File: src/rtl/usb_tx_packet_buffer_pkg.sv
// Shared definitions for the USB TX packet buffer: PID nibbles and FSM states.
package usb_tx_packet_buffer_pkg;

    localparam logic [3:0] PID_OUT   = 4'b0001;
    localparam logic [3:0] PID_IN    = 4'b1001;
    localparam logic [3:0] PID_SOF   = 4'b0101;
    localparam logic [3:0] PID_SETUP = 4'b1101;
    localparam logic [3:0] PID_DATA0 = 4'b0011;
    localparam logic [3:0] PID_DATA1 = 4'b1011;
    localparam logic [3:0] PID_DATA2 = 4'b0111;
    localparam logic [3:0] PID_MDATA = 4'b1111;
    localparam logic [3:0] PID_ACK   = 4'b0010;
    localparam logic [3:0] PID_NAK   = 4'b1010;
    localparam logic [3:0] PID_STALL = 4'b1110;
    localparam logic [3:0] PID_NYET  = 4'b0110;

    typedef enum logic [1:0] {
        ST_IDLE = 2'd0,
        ST_ARM  = 2'd1,
        ST_SEND = 2'd2,
        ST_GAP  = 2'd3
    } state_e;

endpackage

File: src/rtl/usb_tx_packet_buffer_if.sv
// Endpoint-side write/send signals and encoder-side byte handshake of the TX buffer.
interface usb_tx_packet_buffer_if #(
    parameter int unsigned MAX_BYTES = 64
);
    localparam int unsigned CW = $clog2(MAX_BYTES) + 1;

    logic [7:0]    wr_data;
    logic          wr_en;
    logic          wr_full;
    logic          buf_clear;
    logic [CW-1:0] byte_count;
    logic          send_req;
    logic [3:0]    send_pid;
    logic          busy;
    logic          send_done;
    logic          enc_reset;
    logic [3:0]    enc_pid;
    logic [7:0]    enc_byte;
    logic          enc_last_byte;
    logic          enc_byte_ack;
    logic          enc_done;

    modport slave (
        input  wr_data, wr_en, buf_clear, send_req, send_pid, enc_byte_ack, enc_done,
        output wr_full, byte_count, busy, send_done, enc_reset, enc_pid, enc_byte, enc_last_byte
    );

    modport master (
        output wr_data, wr_en, buf_clear, send_req, send_pid, enc_byte_ack, enc_done,
        input  wr_full, byte_count, busy, send_done, enc_reset, enc_pid, enc_byte, enc_last_byte
    );

endinterface

File: src/rtl/usb_tx_byte_ram.sv
// Payload storage: single write port, asynchronous read port, contents not reset.
module usb_tx_byte_ram #(
    parameter int unsigned MAX_BYTES = 64
) (
    input  logic                         clk48,
    input  logic                         we,
    input  logic [$clog2(MAX_BYTES)-1:0] waddr,
    input  logic [7:0]                   wdata,
    input  logic [$clog2(MAX_BYTES)-1:0] raddr,
    output logic [7:0]                   rdata
);

    logic [7:0] mem [MAX_BYTES];

    always_ff @(posedge clk48) begin
        if (we) begin
            mem[waddr] <= wdata;
        end
    end

    assign rdata = mem[raddr];

endmodule

File: src/rtl/usb_tx_packet_buffer.sv
// Feeds the USB FS packet encoder from a local payload buffer; payload survives a send
// so a NAKed DATA packet can be replayed with a fresh send_req.
module usb_tx_packet_buffer
    import usb_tx_packet_buffer_pkg::*;
#(
    parameter int unsigned MAX_BYTES  = 64,
    parameter int unsigned GAP_CYCLES = 16
) (
    input  logic                   clk48,
    input  logic                   reset,
    usb_tx_packet_buffer_if.slave  bus
);

    localparam int unsigned AW = $clog2(MAX_BYTES);
    localparam int unsigned CW = AW + 1;
    localparam int unsigned GW = $clog2(GAP_CYCLES) + 1;
    localparam logic [CW-1:0] FULL_CNT = CW'(MAX_BYTES);
    localparam logic [GW-1:0] GAP_LOAD = GW'(GAP_CYCLES - 1);

    state_e        state_q, state_d;
    logic [CW-1:0] count_q, count_d;
    logic [CW-1:0] rd_ptr_q, rd_ptr_d;
    logic [3:0]    pid_q, pid_d;
    logic [GW-1:0] gap_q, gap_d;
    logic          ram_we;
    logic          full;

    assign full = (count_q == FULL_CNT);

    always_ff @(posedge clk48) begin
        if (reset) begin
            state_q  <= ST_IDLE;
            count_q  <= '0;
            rd_ptr_q <= '0;
            pid_q    <= '0;
            gap_q    <= '0;
        end else begin
            state_q  <= state_d;
            count_q  <= count_d;
            rd_ptr_q <= rd_ptr_d;
            pid_q    <= pid_d;
            gap_q    <= gap_d;
        end
    end

    always_comb begin
        state_d  = state_q;
        count_d  = count_q;
        rd_ptr_d = rd_ptr_q;
        pid_d    = pid_q;
        gap_d    = gap_q;
        ram_we   = 1'b0;
        case (state_q)
            ST_IDLE: begin
                // clear beats write; a same-cycle send_req drops the write
                if (bus.buf_clear) begin
                    count_d = '0;
                end else if (bus.wr_en && !full && !bus.send_req) begin
                    ram_we  = 1'b1;
                    count_d = count_q + CW'(1);
                end
                if (bus.send_req) begin
                    pid_d    = bus.send_pid;
                    rd_ptr_d = '0;
                    state_d  = ST_ARM;
                end
            end
            ST_ARM: begin
                state_d = ST_SEND;
            end
            ST_SEND: begin
                if (bus.enc_byte_ack && (rd_ptr_q != count_q)) begin
                    rd_ptr_d = rd_ptr_q + CW'(1);
                end
                if (bus.enc_done) begin
                    gap_d   = GAP_LOAD;
                    state_d = ST_GAP;
                end
            end
            ST_GAP: begin
                if (gap_q == '0) begin
                    state_d = ST_IDLE;
                end else begin
                    gap_d = gap_q - GW'(1);
                end
            end
            default: begin
                state_d = ST_IDLE;
            end
        endcase
    end

    usb_tx_byte_ram #(
        .MAX_BYTES(MAX_BYTES)
    ) u_ram (
        .clk48 (clk48),
        .we    (ram_we),
        .waddr (count_q[AW-1:0]),
        .wdata (bus.wr_data),
        .raddr (rd_ptr_q[AW-1:0]),
        .rdata (bus.enc_byte)
    );

    assign bus.wr_full       = full;
    assign bus.byte_count    = count_q;
    assign bus.busy          = (state_q != ST_IDLE);
    assign bus.send_done     = (state_q == ST_GAP) && (gap_q == '0);
    assign bus.enc_reset     = (state_q != ST_SEND);
    assign bus.enc_pid       = pid_q;
    assign bus.enc_last_byte = (rd_ptr_q == count_q);

endmodule

File: src/flat_wrapper.sv
// flat-port wrapper written by rule: the top's interface ports become plain ports
module usb_tx_packet_buffer_flat import usb_tx_packet_buffer_pkg::*;
#(
    parameter int unsigned MAX_BYTES  = 64,
    parameter int unsigned GAP_CYCLES = 16
)
  (clk48, reset, bus_wr_data, bus_wr_en, bus_buf_clear, bus_send_req, bus_send_pid, bus_enc_byte_ack, bus_enc_done, bus_wr_full, bus_byte_count, bus_busy, bus_send_done, bus_enc_reset, bus_enc_pid, bus_enc_byte, bus_enc_last_byte);
  usb_tx_packet_buffer_if #(.MAX_BYTES(MAX_BYTES)) bus_i ();
  input  logic clk48;
  input  logic reset;
  input wire logic [$bits(bus_i.wr_data)-1:0] bus_wr_data;
  input wire logic [$bits(bus_i.wr_en)-1:0] bus_wr_en;
  input wire logic [$bits(bus_i.buf_clear)-1:0] bus_buf_clear;
  input wire logic [$bits(bus_i.send_req)-1:0] bus_send_req;
  input wire logic [$bits(bus_i.send_pid)-1:0] bus_send_pid;
  input wire logic [$bits(bus_i.enc_byte_ack)-1:0] bus_enc_byte_ack;
  input wire logic [$bits(bus_i.enc_done)-1:0] bus_enc_done;
  output wire logic [$bits(bus_i.wr_full)-1:0] bus_wr_full;
  output wire logic [$bits(bus_i.byte_count)-1:0] bus_byte_count;
  output wire logic [$bits(bus_i.busy)-1:0] bus_busy;
  output wire logic [$bits(bus_i.send_done)-1:0] bus_send_done;
  output wire logic [$bits(bus_i.enc_reset)-1:0] bus_enc_reset;
  output wire logic [$bits(bus_i.enc_pid)-1:0] bus_enc_pid;
  output wire logic [$bits(bus_i.enc_byte)-1:0] bus_enc_byte;
  output wire logic [$bits(bus_i.enc_last_byte)-1:0] bus_enc_last_byte;
  assign bus_i.wr_data = bus_wr_data;
  assign bus_i.wr_en = bus_wr_en;
  assign bus_i.buf_clear = bus_buf_clear;
  assign bus_i.send_req = bus_send_req;
  assign bus_i.send_pid = bus_send_pid;
  assign bus_i.enc_byte_ack = bus_enc_byte_ack;
  assign bus_i.enc_done = bus_enc_done;
  assign bus_wr_full = bus_i.wr_full;
  assign bus_byte_count = bus_i.byte_count;
  assign bus_busy = bus_i.busy;
  assign bus_send_done = bus_i.send_done;
  assign bus_enc_reset = bus_i.enc_reset;
  assign bus_enc_pid = bus_i.enc_pid;
  assign bus_enc_byte = bus_i.enc_byte;
  assign bus_enc_last_byte = bus_i.enc_last_byte;
  usb_tx_packet_buffer #(.MAX_BYTES(MAX_BYTES), .GAP_CYCLES(GAP_CYCLES)) u_core (.clk48(clk48), .reset(reset), .bus(bus_i));
endmodule
File: config.mk
export PLATFORM = sky130hd
export DESIGN_NAME = usb_tx_packet_buffer_flat
export DESIGN_NICKNAME = d
export VERILOG_FILES = /design/src/rtl/usb_tx_packet_buffer_pkg.sv /design/src/rtl/usb_tx_packet_buffer_if.sv /design/src/rtl/usb_tx_byte_ram.sv /design/src/rtl/usb_tx_packet_buffer.sv /design/src/flat_wrapper.sv
export SDC_FILE = /design/constraint.sdc
export NUM_CORES = 1
export LEC_CHECK = 0
export BUFFER_PORTS_ARGS = -buffer_cell sky130_fd_sc_hd__buf_2
export CELL_PAD_IN_SITES_DETAIL_PLACEMENT = 1
export CELL_PAD_IN_SITES_GLOBAL_PLACEMENT = 1
export CORE_ASPECT_RATIO = 1.2
export CORE_MARGIN = 2
export CORE_UTILIZATION = 40
export CTS_BUF_LIST = sky130_fd_sc_hd__clkbuf_8 sky130_fd_sc_hd__clkbuf_16
export CTS_CLUSTER_SIZE = 28
export DETAILED_ROUTE_END_ITERATION = 10
export GPL_ROUTABILITY_DRIVEN = 1
export HOLD_SLACK_MARGIN = 0.03
export PLACE_DENSITY = 0.66
export SLEW_MARGIN = 15
export SYNTH_ARGS = -nofsm -noshare
export SYNTH_HDL_FRONTEND = slang
export SYNTH_SLANG_ARGS = --single-unit
File: constraint.sdc
create_clock -name clk48 -period 2.5 [get_ports clk48]
set_input_delay 0.25 -clock clk48 [delete_from_list [all_inputs] [get_ports clk48]]
set_output_delay 0.25 -clock clk48 [all_outputs]
set_load 0.1 [all_outputs]
Yosys cells after proc, flatten, opt, wreduce, memory -nomap -nowiden
Memory sizes are Yosys's and may differ from the RTL's. A register that Yosys moved wholly into a read port is not among the register bits.
Index checks and enable logic that the tools add are counted.
W data, S select, Z words.
- register bits: 25
- memory bits (writable): 512
- input bits: 19
- output and inout bits: 24
- memories kept: 1
- $add $sub $neg: 3
- equal/unequal tests: 12
- multiplexer cells: 19
- reductions and logical operators: 17
- memories (memory ; words ; width ; rd ports ; clocked after memory_dff ; wr ports ; line ; source):
    u_core.u_ram.mem ; 64 ; 8 ; 1 ; 1 ; 1 ; usb_tx_byte_ram.sv:13 ; logic [7:0] mem [MAX_BYTES];
- operators with widths (cell ; number):
    $mux W7 ; 4
    $add A7 B1 Y7 const B ; 2
    $pmux W7 S2 ; 1
    $mux W6 ; 2
    $mux W5 ; 2
    $pmux W5 S2 ; 1
    $reduce_and A3 Y1 ; 3
    $ne A2 B2 Y1 const B ; 4
    $pmux W2 S4 ; 1
    $reduce_bool A2 Y1 ; 4
    $eq A7 B7 Y1 ; 1
    $eq A7 B7 Y1 const B ; 1
    $ne A7 B7 Y1 ; 1
    $mux W2 ; 3
    $logic_not A5 Y1 ; 1
    $mux W1 ; 5
    $sub A5 B1 Y5 const B ; 1
    $eq A2 B2 Y1 const B ; 2
    $logic_and A1 B1 Y1 ; 4
    $ne A2 B1 Y1 const B ; 2
    $reduce_and A2 Y1 ; 2
    $eq A2 B1 Y1 const B ; 1
    $logic_not A1 Y1 ; 2
    $logic_not A2 Y1 ; 1

Depth between registers and ports, before layout
Gate-level depths: netlist (run 1).
- depth in word-level cells: 9
- gate-level depth with buffers: 9

By module
Synthesis (run 1) repeated with hierarchy kept, for this count alone.
- cells, all modules: 1114
- area total of the unflattened synthesis: 21533.2 um^2
- modules (own cells, without submodules) (module ; instances ; cells an instance ; area an instance (um^2) ; seq. area each (um^2)):
    usb_tx_byte_ram ; 1 ; 932 ; 20006.7 ; 15374.7
    usb_tx_packet_buffer ; 1 ; 182 ; 1526.5 ; 500.5

Worst setup path after synthesis (run 1)
OpenSTA, ideal clock, no wires.
- path type: flip-flop to flip-flop
- start point: register u_core.count_q[0], in the netlist u_core.bus.byte_count[0]
- end point: memory u_core.u_ram.mem[59][0] (enable)
- data arrival time: 2.938 ns
- required time: 2.130 ns
- slack: -0.808 ns
- stages on the path, launching flop included: 9
- path buffers: 2
- period minus slack after synthesis: 3.308 ns
- cell sequence: dfxtp_1 > buf_2 > inv_1 > ha_1 > nand3b_1 > o2111a_1 > clkbuf_1 > nand4b_1 > nor2_1
- cells in the longest elaborated chain, start to end: 9
- RTL lines (what ; line ; source):
    from (decl) ; usb_tx_packet_buffer.sv:21 ; logic [CW-1:0] count_q, count_d;
    from (signal assigned) ; usb_tx_packet_buffer.sv:39 ; count_q <= count_d;
    $eq A7 B7 Y1 ; usb_tx_packet_buffer.sv:28 ; assign full = (count_q == FULL_CNT);
    $logic_not A1 Y1 ; usb_tx_packet_buffer.sv:58 ; end else if (bus.wr_en && !full && !bus.send_req) begin
    $logic_and A1 B1 Y1 (2 in a row) ; usb_tx_packet_buffer.sv:58 ;
    $mux W1 ; usb_tx_packet_buffer.sv:58 ;
    $mux W1 ; usb_tx_packet_buffer.sv:56 ; if (bus.buf_clear) begin
    $mux W1 ; usb_tx_packet_buffer.sv:53 ; case (state_q)
    $mux W1 ; usb_tx_byte_ram.sv:16 ; if (we) begin
    $mux W1 (implied by the code) ; usb_tx_byte_ram.sv:17 ; mem[waddr] <= wdata;
    to (decl) ; usb_tx_byte_ram.sv:13 ;
Parallel ways exist; a longest one is shown, timed or not.

==> run summary, run 1 <==
Status: finished with violations
Violated checks: negative setup slack
Leak: 8.14 nW
Tot GR Track Use: 0.197
Die ar.: 55500 um2
CP delay by family, top: buffers and inverters
Post-synth EDFFs: 512
Final setup fails: 8
Syn_nets: 1123
Post-Syn Area: 21400 um2
Number of synthesized register bits: 543
RSZ-0062 raised after global routing: true
Clock Latency Late Sink: 0.62 ns
Via count: 11200
Post-Syn Instances: 1097
Worst Max-Slew Pin Slew: 0.958 ns
Die width: 215 um
Antenna fix cells: 0
Worst VDD drop: 0.651 mV
Net count, final: 1305
Area after DPL: 23700 um2
Flop pwr share: 0.527
Crit end category: output pin
Asr flop ratio synth: 0
Met3 WL: 2090 um
Fin. Hold Viols: 0
Synth area leaders: edfxtp_1 72%, mux4_2 12%, dfxtp_1 2.9%, nor2_1 1.8%, mux4_1 1.5%
Startpoint Class: flip-flop
Hpwl dp: 34100 um
Area growth syn-to-layout: 21.8%
Num rows: 92
DR vias/cell: 5.52
Hold Path Class: input port to flip-flop
Final worst path period share: 1.20
Warnings, synthesis: 0
Synth top cells by count: 512 x edfxtp_1, 117 x mux4_2, 100 x nor2_1
Sequential share of the synthesized area: 0.746
Fmax: 0.333 GHz
Cts bufs inserted: 55
Global-route wire length before repair: 80400 um
GPL Wtd Cong: 0.773
I/O pins: 43
Design area: 26100 um2
Tmin final: 3.00 ns
CP max stage cell: mux4_2
Comb pwr share: 0.054
Count leader, synth: edfxtp_1
Post-DR wirelength/cell: 26.4 um
Clock Path Buffers: 3
Share of cells above drive strength 1: 0.388
Switching share of power: 0.221
M1 WL: 22000 um
Clock Pin Slew Worst Setup and Hold Paths: 0.06 ns
Final ANT Viol Nets: 0
PwrDens: 729 nW/um2
Arrival @ worst endpoint: 2.75 ns
CTS H-tree lvls: 2
Top routing layer in use: met4
Overflow after GRT: 0
Clock share of power: 0.419
Maxcap violations: 0
Die Y: 258 um
WL met2: 27400 um
Post-synth top flop: edfxtp_1
First drt pass iteration count: 5
Pin count of the biggest net entering global routing: 65
Final Hold Slack: 0.0890 ns
Internal power: 14.8 mW
DRT iter0 DRCs: 931
DRC Markers: 0
Worst slew margin: 0.359
Initial antenna violation count: 0
Post-Syn Area per Cell: 19.5 um2
Required @ worst endpoint: 2.25 ns
Slew Limit Fails: 0
Max stage delay on crit path: 0.56 ns
Unique cell type count in the Yosys netlist: 56
Crit Path Class: flip-flop to output pin
Yosys top cell by area: edfxtp_1
Synth top area share: 0.717
CP most frequent cell: buf_12
Clock skew: 0.0183 ns
Setup WS post-layout: -0.503 ns
Clock root buffer: clkbuf_16
Clock sink count: 543
Worst-path cell chain: buf_12 -> buf_12 -> mux4_2 -> o22ai_2 -> buf_4 -> o32ai_1 -> a32o_2 -> buf_12
Initial core utilization: 0.407
Net Sw Power: 4.21 mW
Vias in the first global route: 12200
Core area: 52700 um2
Crit-path max FO: 9
CTS tree: built
PortBufs: 42
WP buf/inv: 4
WL final: 53400 um
## final timing paths
check,start,end,slack [ns],cells past startpoint
max,flip-flop,bus_enc_byte[2],-0.50,8
max reg2reg,u_core.bus.byte_count[0],u_core.u_ram.mem[22][6],0.16,8
min reg2reg,u_core.bus.enc_pid[0],u_core.bus.enc_pid[0],0.47,2
min,bus_send_req,u_core.bus.enc_pid[1],0.09,4
## kinds of logic (layout without fill, tap and decap cells)
kind of cell,Yosys count,count (layout),share of synthesized area
AO/OA/AOI/OAI,124,124,0.0374
XOR/XNOR,9,9,0.00368
adder cells (fa/ha/maj),7,7,0.00409
buffers and inverters,72,297,0.0178
flip-flops,543,543,0.746
multiplexers,157,157,0.151
AND/OR/NAND/NOR,185,185,0.0398
## final cells by class
| type | count | area (um2) |
|---|---|---|
| Clock inverter | 44 | 337 |
| Sequential cell | 543 | 16000 |
| Clock buffer | 56 | 1400 |
| Fill cell | 4919 | 26600 |
| Tap cell | 705 | 882 |
| Inverter | 12 | 47.5 |
| Multi-Input combinational cell | 482 | 5540 |
| Timing Repair Buffer | 185 | 1870 |
## sequential cells by signal (all words and copies together), names as in the netlist, named ones only
| register | count |
|---|---|
| u_core.u_ram.mem | 512 |
| u_core.bus.byte_count | 7 |
| u_core.rd_ptr_q | 7 |
| u_core.gap_q | 5 |
| u_core.bus.enc_pid | 4 |
| u_core.state_q | 2 |
## metrics by stage
stage | utilization | setup slack, ns | total power, mW | TNS, ns | cells
2_1_floorplan | - | -0.275 | 10.8 | -26.83 | 1097
3_3_place_gp | 0.449 | -0.0739 | 11.2 | -0.210 | 1910
3_5_place_dp | 0.449 | -0.136 | 11.2 | -2.60 | 1910
4_1_cts | 0.492 | -0.551 | 19.2 | -4.22 | 2025
5_1_grt | 0.495 | -0.585 | 19.6 | -4.48 | 2027
6_report | 0.495 | -0.503 | 19.0 | -3.89 | 2027
## metal layers
layer / up-vias / GRT usage
met2: 289 / 0.338
met1: 5922 / 0.257
li1: 4879 / -
met5: - / 0
met4: 0 / 0.0791
met3: 101 / 0.0259
## power by group through the flow
stage               combinational [mW]  clock (mW)  sequential, mW
floorplan                        0.540           0            10.3
global placement                 0.995           0            10.2
detailed placement                1.03           0            10.2
CTS                               1.05        8.12            10.0
global route                      1.13        8.43            10.0
finish                            1.04        7.97            10.0
## repair_timing
item	in CTS	in global routing
endpoints found under the hold margin	8	0
resized for setup	77	45
buffers inserted	6	2
pin swaps	6	2
hold buffers	6	0
endpoints found under the setup margin	103	158
cloned	3	0
## worst min-delay path: cells and delay by family
family                 cells  cell delay, ns
buffers and inverters      2            0.25
AO/OA/AOI/OAI              1            0.06
AND/OR/NAND/NOR            1            0.08
## cells in the final DEF (no fill, tap or decap), types with 12 or more instances in the layout
master / netlist / routed
edfxtp_1: 512 / 512
mux4_2: 117 / 127
buf_4: 9 / 98
clkbuf_16: 0 / 56
nor2_2: 0 / 42
nor2_1: 100 / 37
buf_2: 22 / 34
a21oi_1: 34 / 29
buf_12: 1 / 29
inv_1: 12 / 23
nor2_4: 0 / 21
nand2_1: 21 / 20
dfxtp_1: 31 / 20
nand3_1: 19 / 19
mux2i_1: 21 / 17
o22ai_2: 0 / 13
o21ai_1: 6 / 12
(Power assumes the default switching activity.)
==> run 2: changes to the inputs <==
- ABC_AREA: not set -> 1
- PLACE_DENSITY: 0.66 -> 0.7
- SYNTH_HIERARCHICAL: not set -> 1
==> run summary, run 2 <==
Final ANT Viol Nets: 0 (unchanged)
Fin. Hold Viols: 0 (unchanged)
Startpoint Class: flip-flop (unchanged)
Worst reg2reg setup slack: 0.23 ns (was 0.16 ns)
Post-Syn Area: 22700 um2 (was 21400 um2)
Overflow after GRT: 0 (unchanged)
Cells on worst reg2reg path: 10 (was 8)
Setup WS post-layout: -0.266 ns (was -0.503 ns)
Crit-path max FO: 11 (was 9)
Asr flop ratio synth: 0 (unchanged)
Cts bufs inserted: 52 (was 55)
Tot GR Track Use: 0.250 (was 0.197)
Yosys top cell by area: edfxtp_1 (unchanged)
Synth Area in Compound Gates: 0.00965 (was 0.0374)
RSZ-0062 raised after global routing: true (unchanged)
Unique cell type count in the Yosys netlist: 30 (was 56)
Number of synthesized register bits: 537 (was 543)
Design area: 28100 um2 (was 26100 um2)
Leak: 10.2 nW (was 8.14 nW)
Die width: 221 um (was 215 um)
Hold Path Class: input port to flip-flop (unchanged)
Net count, final: 2192 (was 1305)
DR vias/cell: 5.70 (was 5.52)
Violated checks: design-rule violations, negative setup slack (was negative setup slack)
Max FFs per register: 512 (unchanged)
Post-synth top flop: edfxtp_1 (unchanged)
Core area: 56100 um2 (was 52700 um2)
Fmax: 0.362 GHz (was 0.333 GHz)
Clock Path Buffers: 3 (unchanged)
FF-to-FF End: u_core/u_ram/mem[43][7] (was u_core.u_ram.mem[22][6])
Post-DR wirelength/cell: 25.3 um (was 26.4 um)
GPL Wtd Cong: 0.811 (was 0.773)
Required @ worst endpoint: 2.25 ns (about the same)
PortBufs: 42 (unchanged)
Post-route total power: 26.2 mW (was 19.0 mW)
Hold Crit Depth: 3 (was 4)
Largest family of logic cells by synthesized area: simple AND/OR/NAND/NOR gates (was multiplexers)
Worst VDD drop: 0.863 mV (was 0.651 mV)
Final setup fails: 8 (unchanged)
Post-synthesis adder-cell area fraction: 0.00441 (was 0.00409)
Count leader, synth: nand2_1 (was edfxtp_1)
Initial core utilization: 0.405 (was 0.407)
Via count: 16700 (was 11200)
Hold Crit Start: bus_enc_done (was bus_send_req)
Worst hold endpoint: u_core/gap_q[4] (was u_core.bus.enc_pid[1])
Maxcap violations: 0 (unchanged)
Post-Synth XOR/XNOR Area: 0.000386 (was 0.00368)
Clock Latency Late Sink: 0.61 ns (was 0.62 ns)
Initial antenna violation count: 0 (unchanged)
CTS tree: built (unchanged)
Share of cells above drive strength 1: 0.218 (was 0.388)
Hpwl dp: 40800 um (was 34100 um)
WL final: 74100 um (was 53400 um)
Worst-path cell chain: buf_12 -> inv_8 -> buf_12 -> buf_16 -> nand2_1 -> nand3_1 -> nand3_1 -> nand2_1 -> nand2_1 -> nand3_2 -> nand3_2 -> nand2_2 -> buf_12 (was buf_12 -> buf_12 -> mux4_2 -> o22ai_2 -> buf_4 -> o32ai_1 -> a32o_2 -> buf_12)
Clock skew: 0.0162 ns (was 0.0183 ns)
Area after DPL: 24500 um2 (was 23700 um2)
Warnings, synthesis: 6 (was 0)
Die Y: 265 um (was 258 um)
Clock Pin Slew Worst Setup and Hold Paths: 0.07 ns (was 0.06 ns)
Global-route wire length before repair: 110000 um (was 80400 um)
Die ar.: 58700 um2 (was 55500 um2)
Synth area leaders: edfxtp_1 68%, nand2_1 12%, nand3_1 10%, dfxtp_1 2.2%, buf_6 1.9% (was edfxtp_1 72%, mux4_2 12%, dfxtp_1 2.9%, nor2_1 1.8%, mux4_1 1.5%)
Crit Path Class: flip-flop to output pin (unchanged)
Synth top cells by count: 703 x nand2_1, 512 x edfxtp_1, 457 x nand3_1 (was 512 x edfxtp_1, 117 x mux4_2, 100 x nor2_1)
CTS H-tree lvls: 2 (unchanged)
Pin count of the biggest net entering global routing: 65 (unchanged)
Synth top area share: 0.677 (was 0.717)
Area growth syn-to-layout: 23.9% (was 21.8%)
Crit end category: output pin (unchanged)
DRT iter0 DRCs: 1306 (was 931)
Slew Limit Fails: 0 (unchanged)
Tmin final: 2.77 ns (was 3.00 ns)
Clock root buffer: clkbuf_16 (unchanged)
PwrDens: 930 nW/um2 (was 729 nW/um2)
Multiplexer area fraction after synthesis: 0 (was 0.151)
Worst slew margin: 0.418 (was 0.359)
Syn_nets: 2058 (was 1123)
DRC Markers: 1 (was 0)
Status: finished with violations (unchanged)
Commonest non-fill, non-tap cells in the layout: 652 x nand2_1, 512 x edfxtp_1, 363 x nand3_1 (was 512 x edfxtp_1, 127 x mux4_2, 98 x buf_4)
Simple logic cell fraction of the synthesized area: 0.241 (was 0.0398)
Post-Syn Area per Cell: 11.2 um2 (was 19.5 um2)
Post-Syn Instances: 2031 (was 1097)
R2R Path Start: u_core/bus.byte_count[0] (was u_core.bus.byte_count[0])
Max stage delay on crit path: 0.38 ns (was 0.56 ns)
Largest reg by FF count: u_core/u_ram/mem (was u_core.u_ram.mem)
Vias in the first global route: 17500 (was 12200)
Antenna fix cells: 0 (unchanged)
CP max stage cell: dfxtp_4 (was mux4_2)
I/O pins: 43 (unchanged)
Sequential share of the synthesized area: 0.699 (was 0.746)
Num rows: 95 (was 92)
Commonest non-fill, non-tap cell in the layout: nand2_1 (was edfxtp_1)
Worst Max-Slew Pin Slew: 0.873 ns (was 0.958 ns)
Arrival @ worst endpoint: 2.52 ns (was 2.75 ns)
Final worst path period share: 1.11 (was 1.20)
Post-synth EDFFs: 512 (unchanged)
First drt pass iteration count: 8 (was 5)
Clock sink count: 537 (was 543)
-- run 2: cell types whose count changed after synthesis, sizes merged, moves of 8 or more --
cell and delta:
mux2i -21, nand2 +682, a21oi -14, inv +35, o21ai -10, mux4 -129
o22ai -26, nor4 +8, nand3 +441, nor2 -9, buf +62
-- run 2: cell families after synthesis --
family          count (synthesis)
fa+ha+maj                       8
compound gates                 39
xor+xnor                        1
simple gates                 1281
flops                         537
buf+inv                       165
-- run 2: repair_timing --
| action | 4_1_cts | 5_1_grt |
|---|---|---|
| buffers inserted | 25 | 0 |
| endpoints found under the hold margin | 14 | 0 |
| endpoints found under the setup margin | 9 | 9 |
| gates cloned | 28 | 3 |
| hold buffers | 5 | 0 |
| resized for setup | 167 | 56 |
| pin swaps | 49 | 39 |
-- run 2: power by group --
part / switching [mW] / total (mW) / leakage (nW) / internal (mW)
clock network: 3.36 / 7.24 / 0.812 / 3.87
logic: 5.75 / 8.89 / 4.58 / 3.15
registers: 0.0894 / 10.0 / 4.81 / 9.95
-- run 2: area by class of cell --
class	instances	area (um2)
Timing Repair Buffer	195	2630
Multi-Input combinational cell	1329	6920
Fill cell	5875	28000
Sequential cell	537	15900
Clock buffer	54	1350
Timing Repair inverter	3	40.0
Tap cell	727	910
Clock inverter	38	174
Inverter	47	203
-- run 2: per-layer routing --
layer	GRT usage	share of wire	vias up
met3	0.0330	0.058	149
met1	0.303	0.38	8539
met4	0.0999	0.041	0
li1	-	-	7379
met5	0	0	-
met2	0.453	0.52	620
-- run 2: metrics by stage --
step	TNS, ns	utilization	worst slack, ns	instances	hold slack [ns]
global route	-2.53	0.501	-0.364	2930	0.0460
global placement	0	0.437	0.0997	2778	0.446
CTS	-1.65	0.496	-0.214	2928	0.0319
floorplan	-189.72	-	-0.538	2031	0.312
finish	-1.88	0.501	-0.266	2930	0.0628
detailed placement	0	0.437	0.0783	2778	0.484
-- run 2: worst max-delay path by stage --
stage / endpoint / slack, ns / from
after floorplan: u_core/u_ram/mem[49][0] / -0.54 / u_core/state_q[0]
after global placement: bus_enc_byte[4] / 0.1 / u_core/rd_ptr_q[0]
after detailed placement: bus_enc_byte[4] / 0.08 / u_core/rd_ptr_q[0]
after CTS: bus_enc_byte[1] / -0.21 / u_core/rd_ptr_q[0]
after global routing: bus_enc_byte[4] / -0.36 / u_core/rd_ptr_q[0]
final: bus_enc_byte[1] / -0.27 / u_core/rd_ptr_q[0]
-- run 2: worst max-delay path, delay by kind of cell (launching register included) --
kind	cells	cell delay, ns
buffers and inverters	5	0.74
AND/OR/NAND/NOR	8	0.76
flip-flops	1	0.38
==> run 3: changes to the inputs <==
- CORE_UTILIZATION: 40 -> 35
- PLACE_DENSITY: 0.7 -> 0.63
- SKIP_LAST_GASP: not set -> 1
==> run summary, run 3 (synthesized netlist as in run 2, its figures left out) <==
Status: finished with violations (unchanged)
Violated checks: negative setup slack (was design-rule violations, negative setup slack)
Post-route total power: 26.7 mW (was 26.2 mW)
DR vias/cell: 5.36 (was 5.70)
Vias in the first global route: 17200 (was 17500)
Net count, final: 2187 (was 2192)
Area growth syn-to-layout: 25.2% (was 23.9%)
Core area: 64300 um2 (was 56100 um2)
Setup slack after placement: 0.137 ns (was 0.0783 ns)
Final ANT Viol Nets: 0 (unchanged)
Area after DPL: 24600 um2 (was 24500 um2)
CTS tree: built (unchanged)
Required @ worst endpoint: 2.25 ns (about the same)
Commonest non-fill, non-tap cells in the layout: 660 x nand2_1, 512 x edfxtp_1, 356 x nand3_1 (was 652 x nand2_1, 512 x edfxtp_1, 363 x nand3_1)
Tmin final: 2.75 ns (was 2.77 ns)
Final setup fails: 8 (unchanged)
Antenna fix cells: 0 (unchanged)
Tot GR Track Use: 0.214 (was 0.250)
Final worst path period share: 1.10 (was 1.11)
GPL Wtd Cong: 0.799 (was 0.811)
Placed cells: 2876 (was 2778)
Fmax: 0.364 GHz (was 0.362 GHz)
Worst reg2reg setup slack: 0.22 ns (was 0.23 ns)
DRC Markers: 0 (was 1)
Clock Pin Slew Worst Setup and Hold Paths: 0.06 ns (was 0.07 ns)
TNS Setup: -1.72 ns (was -1.88 ns)
Cell Count, Final, Fillers Out: 3036 (was 2930)
Arrival @ worst endpoint: 2.50 ns (was 2.52 ns)
CP max stage cell: dfxtp_4 (unchanged)
Via count: 16300 (was 16700)
R2R Path Start: u_core/state_q[0] (was u_core/bus.byte_count[0])
Crit-path max FO: 12 (was 11)
Final Hold Slack: 0.0989 ns (was 0.0628 ns)
Fin. Hold Viols: 0 (unchanged)
Crit path to: bus_enc_byte[4] (was bus_enc_byte[1])
Crit Path Class: flip-flop to output pin (unchanged)
I/O pins: 43 (unchanged)
Die Y: 283 um (was 265 um)
Share of cells above drive strength 1: 0.217 (was 0.218)
Max FFs per register: 512 (unchanged)
Clock sink count: 537 (unchanged)
PortBufs: 42 (unchanged)
WL final: 72900 um (was 74100 um)
Worst slew margin: 0.328 (was 0.418)
Clock skew: 0.0173 ns (was 0.0162 ns)
FF-to-FF End: u_core/u_ram/mem[58][7] (was u_core/u_ram/mem[43][7])
Crit end category: output pin (unchanged)
Cells on worst reg2reg path: 9 (was 10)
CP most frequent cell: buf_12
Leak: 10.3 nW (was 10.2 nW)
Utilization after layout: 0.442 (was 0.501)
Post-DR wirelength/cell: 24.0 um (was 25.3 um)
Hpwl dp: 41700 um (was 40800 um)
CTS H-tree lvls: 2 (unchanged)
Clock root buffer: clkbuf_16 (unchanged)
Worst-path cell chain: buf_12 -> inv_16 -> buf_12 -> buf_16 -> nand2_1 -> nand3_1 -> nand3_1 -> nand2_2 -> nand2_1 -> nand3_2 -> nand3_2 -> nand2_4 -> buf_12 (was buf_12 -> inv_8 -> buf_12 -> buf_16 -> nand2_1 -> nand3_1 -> nand3_1 -> nand2_1 -> nand2_1 -> nand3_2 -> nand3_2 -> nand2_2 -> buf_12)
Cts bufs inserted: 54 (was 52)
Die width: 236 um (was 221 um)
Die ar.: 66900 um2 (was 58700 um2)
Initial core utilization: 0.353 (was 0.405)
Largest reg by FF count: u_core/u_ram/mem (unchanged)
Commonest non-fill, non-tap cell in the layout: nand2_1 (unchanged)
Pin count of the biggest net entering global routing: 67 (was 65)
Worst VDD drop: 0.788 mV (was 0.863 mV)
Setup WS post-layout: -0.248 ns (was -0.266 ns)
Maxcap violations: 0 (unchanged)
Hold Path Class: input port to flip-flop (unchanged)
First drt pass iteration count: 5 (was 8)
Overflow after GRT: 0 (unchanged)
Clock Path Buffers: 3 (unchanged)
Initial antenna violation count: 0 (unchanged)
Design area: 28400 um2 (was 28100 um2)
Worst Max-Slew Pin Slew: 1.01 ns (was 0.873 ns)
Num rows: 102 (was 95)
DRT iter0 DRCs: 1355 (was 1306)
Global-route wire length before repair: 109000 um (was 110000 um)
Max stage delay on crit path: 0.37 ns (was 0.38 ns)
RSZ-0062 raised after global routing: true (unchanged)
CP startpoint: u_core/rd_ptr_q[0] (unchanged)
Clock Latency Late Sink: 0.60 ns (was 0.61 ns)
PwrDens: 940 nW/um2 (was 930 nW/um2)
Slew Limit Fails: 0 (unchanged)
Startpoint Class: flip-flop (unchanged)
[run 3: timing repair]
item                                    CTS  global route
gates cloned                             27             6
endpoints found under the setup margin    8           150
hold buffers                              8             0
hold endpoints to repair                 18             0
pin swaps                                52            46
setup buffers                            19             0
gates resized for setup                 171            53
[run 3: worst min path at each step]
stage / from / endpoint / slack, ns / cells after the start
5_1_grt: bus_send_req / u_core/bus.enc_pid[3] / 0.13 / 4
6_report: bus_send_req / u_core/bus.enc_pid[0] / 0.1 / 4
2_1_floorplan: reset / u_core/bus.byte_count[3] / 0.31 / 1
3_3_place_gp: u_core/gap_q[0] / u_core/gap_q[0] / 0.45 / 1
4_1_cts: bus_send_req / u_core/bus.enc_pid[0] / 0.06 / 4
3_5_place_dp: u_core/gap_q[0] / u_core/gap_q[0] / 0.47 / 1
[run 3: routing by layer]
metal	part of all wire	GRT usage	up-vias
met5	0	0	-
met4	0.041	0.0821	0
met3	0.045	0.0268	148
met2	0.51	0.383	429
met1	0.40	0.262	8338
li1	-	-	7367
[run 3: critical path: cells and delay by family, from the launching register on]
kind | cells | cell delay [ns]
flops | 1 | 0.37
buf+inv | 5 | 0.71
simple gates | 8 | 0.78
[run 3: layout make-up]
cell class | instances | area (um2)
Inverter | 47 | 208
Clock buffer | 60 | 1450
Multi-Input combinational cell | 1329 | 6890
Fill cell | 6825 | 35900
Tap cell | 832 | 1040
Clock inverter | 40 | 256
Sequential cell | 537 | 15900
Timing Repair inverter | 1 | 30.0
Timing Repair Buffer | 190 | 2660
[run 3: report_power, final]
part / internal (mW) / switching [mW]
logic: 3.05 / 5.72
registers: 9.95 / 0.109
clock network: 4.43 / 3.46
total: 17.4 / 9.29
